## src/rtl/usr_gen2.sv

```systemverilog
// usr_gen2 -- multi-step universal shift register with a start/busy/done handshake.
//
// A request (start while not busy) captures the operation mode and step count.
// The register then applies that operation once per clock until the count is
// used up, and pulses done for one cycle afterwards.
//
// Parameters
//   WIDTH  register width in bits (>= 2)
//   CNT_W  width of the step-count input (2^CNT_W-1 >= WIDTH)
//
// Ports
//   clk    rising-edge clock
//   reset  asynchronous, active-low reset
//   in     parallel load data (mode 011)
//   s      operation mode, captured on an accepted start
//   sir    serial input entering the MSB on a right shift, read at each step
//   sil    serial input entering the LSB on a left shift, read at each step
//   start  operation request, accepted only while busy is low
//   count  number of steps, captured on an accepted start
//   out    register contents
//   sor    out[0], the bit a right shift discards next
//   sol    out[WIDTH-1], the bit a left shift discards next
//   busy   high while steps are executing
//   done   one-cycle pulse after the final step
module usr_gen2 #(
  parameter int WIDTH = 4,
  parameter int CNT_W = 3
) (
  input  logic             clk,
  input  logic             reset,
  input  logic [WIDTH-1:0] in,
  input  logic [2:0]       s,
  input  logic             sir,
  input  logic             sil,
  input  logic             start,
  input  logic [CNT_W-1:0] count,
  output logic [WIDTH-1:0] out,
  output logic             sor,
  output logic             sol,
  output logic             busy,
  output logic             done
);

  typedef enum logic [1:0] {
    IDLE = 2'd0,
    RUN  = 2'd1,
    DONE = 2'd2
  } state_t;

  localparam logic [2:0] M_HOLD = 3'b000;
  localparam logic [2:0] M_SHR  = 3'b001;
  localparam logic [2:0] M_SHL  = 3'b010;
  localparam logic [2:0] M_LOAD = 3'b011;
  localparam logic [2:0] M_ROR  = 3'b100;
  localparam logic [2:0] M_ROL  = 3'b101;
  localparam logic [2:0] M_ASR  = 3'b110;
  localparam logic [2:0] M_CLR  = 3'b111;

  state_t           state, state_nxt;
  logic [2:0]       mode, mode_nxt;
  logic [CNT_W-1:0] remaining, remaining_nxt;
  logic [WIDTH-1:0] out_nxt;

  // One application of an operation to the current register value.
  function automatic logic [WIDTH-1:0] step_op(
    input logic [2:0]       m,
    input logic [WIDTH-1:0] v,
    input logic [WIDTH-1:0] ld,
    input logic             si_r,
    input logic             si_l
  );
    case (m)
      M_SHR:   step_op = {si_r, v[WIDTH-1:1]};
      M_SHL:   step_op = {v[WIDTH-2:0], si_l};
      M_LOAD:  step_op = ld;
      M_ROR:   step_op = {v[0], v[WIDTH-1:1]};
      M_ROL:   step_op = {v[WIDTH-2:0], v[WIDTH-1]};
      M_ASR:   step_op = {v[WIDTH-1], v[WIDTH-1:1]};
      M_CLR:   step_op = '0;
      default: step_op = v;
    endcase
  endfunction

  // Hold, load and clear are idempotent, so they always run exactly one step.
  function automatic logic is_single_step(input logic [2:0] m);
    is_single_step = (m == M_HOLD) || (m == M_LOAD) || (m == M_CLR);
  endfunction

  always_comb begin
    state_nxt     = state;
    mode_nxt      = mode;
    remaining_nxt = remaining;
    out_nxt       = out;
    case (state)
      RUN: begin
        out_nxt       = step_op(mode, out, in, sir, sil);
        remaining_nxt = remaining - CNT_W'(1);
        if (remaining == CNT_W'(1)) state_nxt = DONE;
      end
      default: begin
        // IDLE and DONE both accept a new request; DONE otherwise lasts one cycle.
        if (state == DONE) state_nxt = IDLE;
        if (start) begin
          mode_nxt = s;
          if (is_single_step(s)) begin
            remaining_nxt = CNT_W'(1);
            state_nxt     = RUN;
          end else if (count == '0) begin
            // Zero-step shift/rotate: nothing to do, report completion directly.
            remaining_nxt = '0;
            state_nxt     = DONE;
          end else begin
            remaining_nxt = count;
            state_nxt     = RUN;
          end
        end
      end
    endcase
  end

  always_ff @(posedge clk or negedge reset) begin
    if (!reset) begin
      state     <= IDLE;
      mode      <= M_HOLD;
      remaining <= '0;
      out       <= '0;
    end else begin
      state     <= state_nxt;
      mode      <= mode_nxt;
      remaining <= remaining_nxt;
      out       <= out_nxt;
    end
  end

  assign sor  = out[0];
  assign sol  = out[WIDTH-1];
  assign busy = (state == RUN);
  assign done = (state == DONE);

endmodule

```

## config.mk

```make
export PLATFORM = sky130hd
export DESIGN_NAME = usr_gen2
export DESIGN_NICKNAME = d
export VERILOG_FILES = /design/src/rtl/usr_gen2.sv
export SDC_FILE = /design/constraint.sdc
export NUM_CORES = 1
export LEC_CHECK = 0
export CAP_MARGIN = 0
export CORE_UTILIZATION = 41
export DETAILED_ROUTE_END_ITERATION = 8
export MAX_ROUTING_LAYER = met4
export PLACE_DENSITY = 0.72
export SLEW_MARGIN = 30
export SYNTH_ARGS = -nofsm -noshare
export SYNTH_HDL_FRONTEND = slang
export SYNTH_SLANG_ARGS = --single-unit
```

## constraint.sdc

```tcl
create_clock -name clk -period 1.5 [get_ports clk]
set_clock_uncertainty 0.05 [all_clocks]
set_input_delay 0.375 -clock clk [delete_from_list [all_inputs] [get_ports clk]]
set_output_delay 0.375 -clock clk [all_outputs]
set_load 0.02 [all_outputs]
```

Yosys cells after proc, flatten, opt, wreduce, memory -nomap -nowiden
Index checks and enable logic that the tools add are counted.
Storage, ports and cells
  input port bits: 15
  output and inout bits: 8
  logic and storage cells: 44
  register bits after elaboration: 12
Operators by class
  add/sub/neg operators: 1
  equal/unequal tests: 13
  multiplexer cells: 11
  bitwise gates (word level): 2
  reduce and logical (&&, ||, !) cells: 12
Operators with widths (count)
  $pmux W4 S7: 1
  $eq A3 B3 Y1 const B: 5
  $mux W2: 6
  $mux W3: 4
  $eq A3 B2 Y1 const B: 3
  $reduce_bool A7 Y1: 1
  $eq A3 B1 Y1 const B: 2
  $logic_not A3 Y1: 2
  $reduce_and A2 Y1: 3
  $reduce_bool A6 Y1: 1
  $reduce_and A3 Y1: 1
  $reduce_bool A3 Y1: 1
  $sub A3 B1 Y3 const B: 1
  $eq A2 B1 Y1 const B: 1
  $eq A2 B2 Y1 const B: 1
  $logic_or A1 B1 Y1: 2
  $ne A2 B1 Y1 const B: 1
  $not A1 Y1: 2
  $reduce_bool A2 Y1: 1

Longest topological paths before layout
  depth in word-level cells: 6
  depth in mapped cells: 6
  gate-level depth less buffers: 5

Worst setup path before layout
No wires, ideal clock.
  kind: reg-to-reg
  from: register mode[1]
  to: register out[0]
  cell stages (with the launch flop): 7
  library setup time: 126 ps
  slack: 37 ps
  arrival time: 1287 ps
  required time: 1324 ps
  period minus slack after synthesis: 1463 ps
  cells stage by stage: dfrtp_1 buf_6 nor2b_4 buf_6 a221oi_2 a21oi_1 o32a_1
On the way
  longest elaborated chain between the ends: 3
  elaborated cells on any way between the ends: 10
Ends and longest elaborated chain
  from (decl): line 60  | logic [2:0] mode, mode_nxt;
  from (signal assigned): line 129  | mode <= mode_nxt;
  $eq A3 B3 Y1 (tied with other cells): line 72  | case (m)
  $reduce_bool A7 Y1 (no line)
  $reduce_and A2 Y1 (no line)
  to (signal assigned): line 131  | out <= out_nxt;
  to (decl): line 37  | output logic [WIDTH-1:0] out,
Parallel ways exist; a longest one is shown, timed or not.
A chain may end at the register's enable or synchronous reset.

Worst setup path in the final report
  from: register out[1]
  to: output out[1]
No word-level cell between the ends.

==> results.py <==
metrics = {
    "yosys": {
        "synth_flop_cell": "dfrtp_1",
        "synth_edf_count": 0,
        "synth_compound_area_frac": 0.258,
        "yosysUniqueCellTypes": 36,
        "postSynthAreaPerCell_um2": 9.10,
        "yosys.area_share.simple": 0.161,
        "ys_seq_area_frac": 0.379,
        "synth_fa_ha_area_frac": 0.0316,
        "synth_top_family_by_area": "compound AO/OA/AOI/OAI gates",
        "synth_seq_cells": 12,
        "netlist_area_um2": 792,
        "async_flop_share": 1.00,
        "synth_mux_area_frac": 0.0569,
        "synth_fp_nets": 104,
        "synth_cells": 87,
        "yosys.area_share.xor_xnor": 0,
        "yosys_warnings": 0,
    },
    "clock_tree": {
        "cts_tree": "done",
        "cts.htree.levels": 1,
        "cts_hold_buf": 0,
        "cts_root_buffer": "clkbuf_4",
        "cts_setup_buffers": 0,
        "path_clk_slew_ps": 70,
        "numCtsBuffers": 3,
        "clk-insertion-delay-late_ps": 260,
        "ctsLongestPathBuffers": 2,
        "clock_sink_count": 12,
    },
    "setup_path": {
        "r2r_setup_slack_ps": 70,
        "startpoint": "out[1]",
        "crit_end": "out[1]",
        "worstPathRequired_ps": 1070,
        "arrival_ps": 1010,
        "cpPeakStageDelay_ps": 420,
        "cp_num_buf_inv": 1,
        "end_kind": "primary output",
        "cpLargestDelayFamily": "flip-flops",
        "reg2reg_from": "mode[2]",
        "reg2reg_depth": 4,
        "cp-start-kind": "register",
        "reg2reg_to": "out[0]",
        "criticalPathCategory": "reg -> out",
        "crit_chain": "dlygate4sd2_1",
        "crit_fanout": 4,
        "cp_slowest_cell": "dfrtp_1",
        "path_depth": 1,
    },
    "floorplanning": {
        "start_util": 0.449,
        "core.rowCount": 15,
        "fp.coreArea_um2": 1760,
        "pin_count": 23,
        "dieHeight_um": 46.0,
        "fp.dieW_um": 46.0,
        "die-area_um2": 2110,
    },
    "place": {
        "postPlaceCellArea_um2": 1110,
        "place_inst": 142,
        "dp_hpwl_um": 1450,
        "gp_congestion": 0.861,
        "port_buffers": 22,
        "place_ws_ps": -167,
    },
    "power_and_ir_drop": {
        "power.static_leakage_nw": 0.521,
        "p_per_area_nw_per_um2": 2120,
        "ir_drop_uv": 1070,
        "total_power_mw": 2.38,
    },
    "cells_and_area": {
        "antennaDiodeCount": 0,
        "layout_common_cells": "16 x buf_4, 14 x clkdlybuf4s50_1, 10 x dfrtp_1",
        "nets": 139,
        "final_util": 0.635,
        "fin_cells": 145,
        "multi_input_area_um2": 408,
        "fin_area_um2": 1120,
        "fill_cells": 170,
        "final_common_cell": "buf_4",
        "layout-drive-gt1-share": 0.225,
        "syn2layout_area_growth_pct": 41.5,
        "ff_latch_area_um2": 303,
    },
    "drt": {
        "wl_met3_um": 98,
        "drc_errors": 0,
        "wl_met2_um": 865,
        "avgRoutedWirePerCell_um": 12.4,
        "vias_per_cell": 5.30,
        "routed_wl_um": 1800,
        "final_antenna_net_count": 0,
        "vias": 768,
        "dr.pass1.iters": 4,
        "met1Wirelength_um": 813,
        "highest_layer": "met4",
        "drtIter0Drc": 15,
    },
    "sta": {
        "fmax_ghz": 0.696,
        "tightest_slew_ps": 335,
        "maxSlewViolCount": 0,
        "slew_headroom": 0.776,
        "hold_slack_ps": 356,
        "hold_viol": 0,
        "setup_tns_ps": 0,
        "setup_ws_ps": 64.1,
        "period_needed_ps": 1440,
        "fin_crit_sh": 0.957,
        "rsz0062_at_grt": "no",
        "setup-violations-final": 0,
    },
    "grt": {
        "grt_antenna_before_repair": 0,
        "grt_pass1_wl_um": 3070,
        "grt_pass1_vias": 756,
        "gr-total-overflow": 0,
        "grt_max_degree": 13,
        "grtUsageTotal": 0.203,
    },
    "worst_hold_path": {
        "hold_path_class": "in -> async",
    },
    "run": {
        "maxCapViolCount": 0,
    },
    "outcome": {
        "status": "finished clean",
    },
}
## layer usage
layer,GRT usage,vias to the layer above
li1,-,383
met1,0.248,358
met2,0.335,23
met3,0.0357,4
met4,0.0706,0
met5,-,-
## synthesized netlist by cell type, drive strengths merged, types with 2 or more instances
cell	count	area, um2
o21ai	3	15.0
inv	9	33.8
a21oi	7	35.0
nand3	5	25.0
dfrtp	12	300
buf	7	52.5
nand2	4	15.0
mux2	4	45.0
ha	2	25.0
nand2b	2	12.5
a22oi	2	15.0
nor2b	3	26.3
nor3	2	10.0
a221oi	2	23.8
o22ai	2	12.5
nor2	3	11.3
a31oi	5	31.3
## registers in the layout, indices dropped and copies added, names as in the netlist
register	cells
state	2
out	4
remaining	3
mode	3
## logic make-up (layout without fill, tap and decap cells)
logic type,after synthesis,after routing
AO/OA/AOI/OAI,29,29
adder cells (fa/ha/maj),2,2
buffers and inverters,17,50
flip-flops,12,12
multiplexers,4,4
AND/OR/NAND/NOR,23,23
## timing repair
action,CTS,global route
setup endpoints to repair,8,5
gates cloned,0,0
gates resized for setup,13,4
pin swaps,0,0
## worst reg2reg max path, delay by kind of cell, from the launching register on
family          cells  cell delay (ps)
compound gates      3              600
flops               1              480
simple gates        1              190
## area by class of cell
class / instances / share of cell area
multi-input cells: 58 / 0.364
well taps: 25 / 0.0279
repair buffers: 38 / 0.288
flip-flops and latches: 12 / 0.270
clock buffers: 3 / 0.0201
inverters: 9 / 0.0301
## report_power, final
part | switching (mW) | total (mW) | internal [mW] | leakage (nW)
Sequential | 0.183 | 0.681 | 0.498 | 0.139
Combinational | 0.754 | 1.50 | 0.749 | 0.369
Clock | 0.0995 | 0.192 | 0.0925 | 0.0138
## worst min-delay path by stage
stage	start	cells past startpoint	slack, ps	end
6_report	reset	2	360	out[2]
5_1_grt	reset	2	360	out[2]
4_1_cts	reset	2	360	out[2]
3_5_place_dp	remaining[2]	2	450	remaining[2]
3_3_place_gp	remaining[2]	2	450	remaining[2]
2_1_floorplan	reset	0	30	mode[0]
Note: power is estimated with default switching activity, not from simulation.
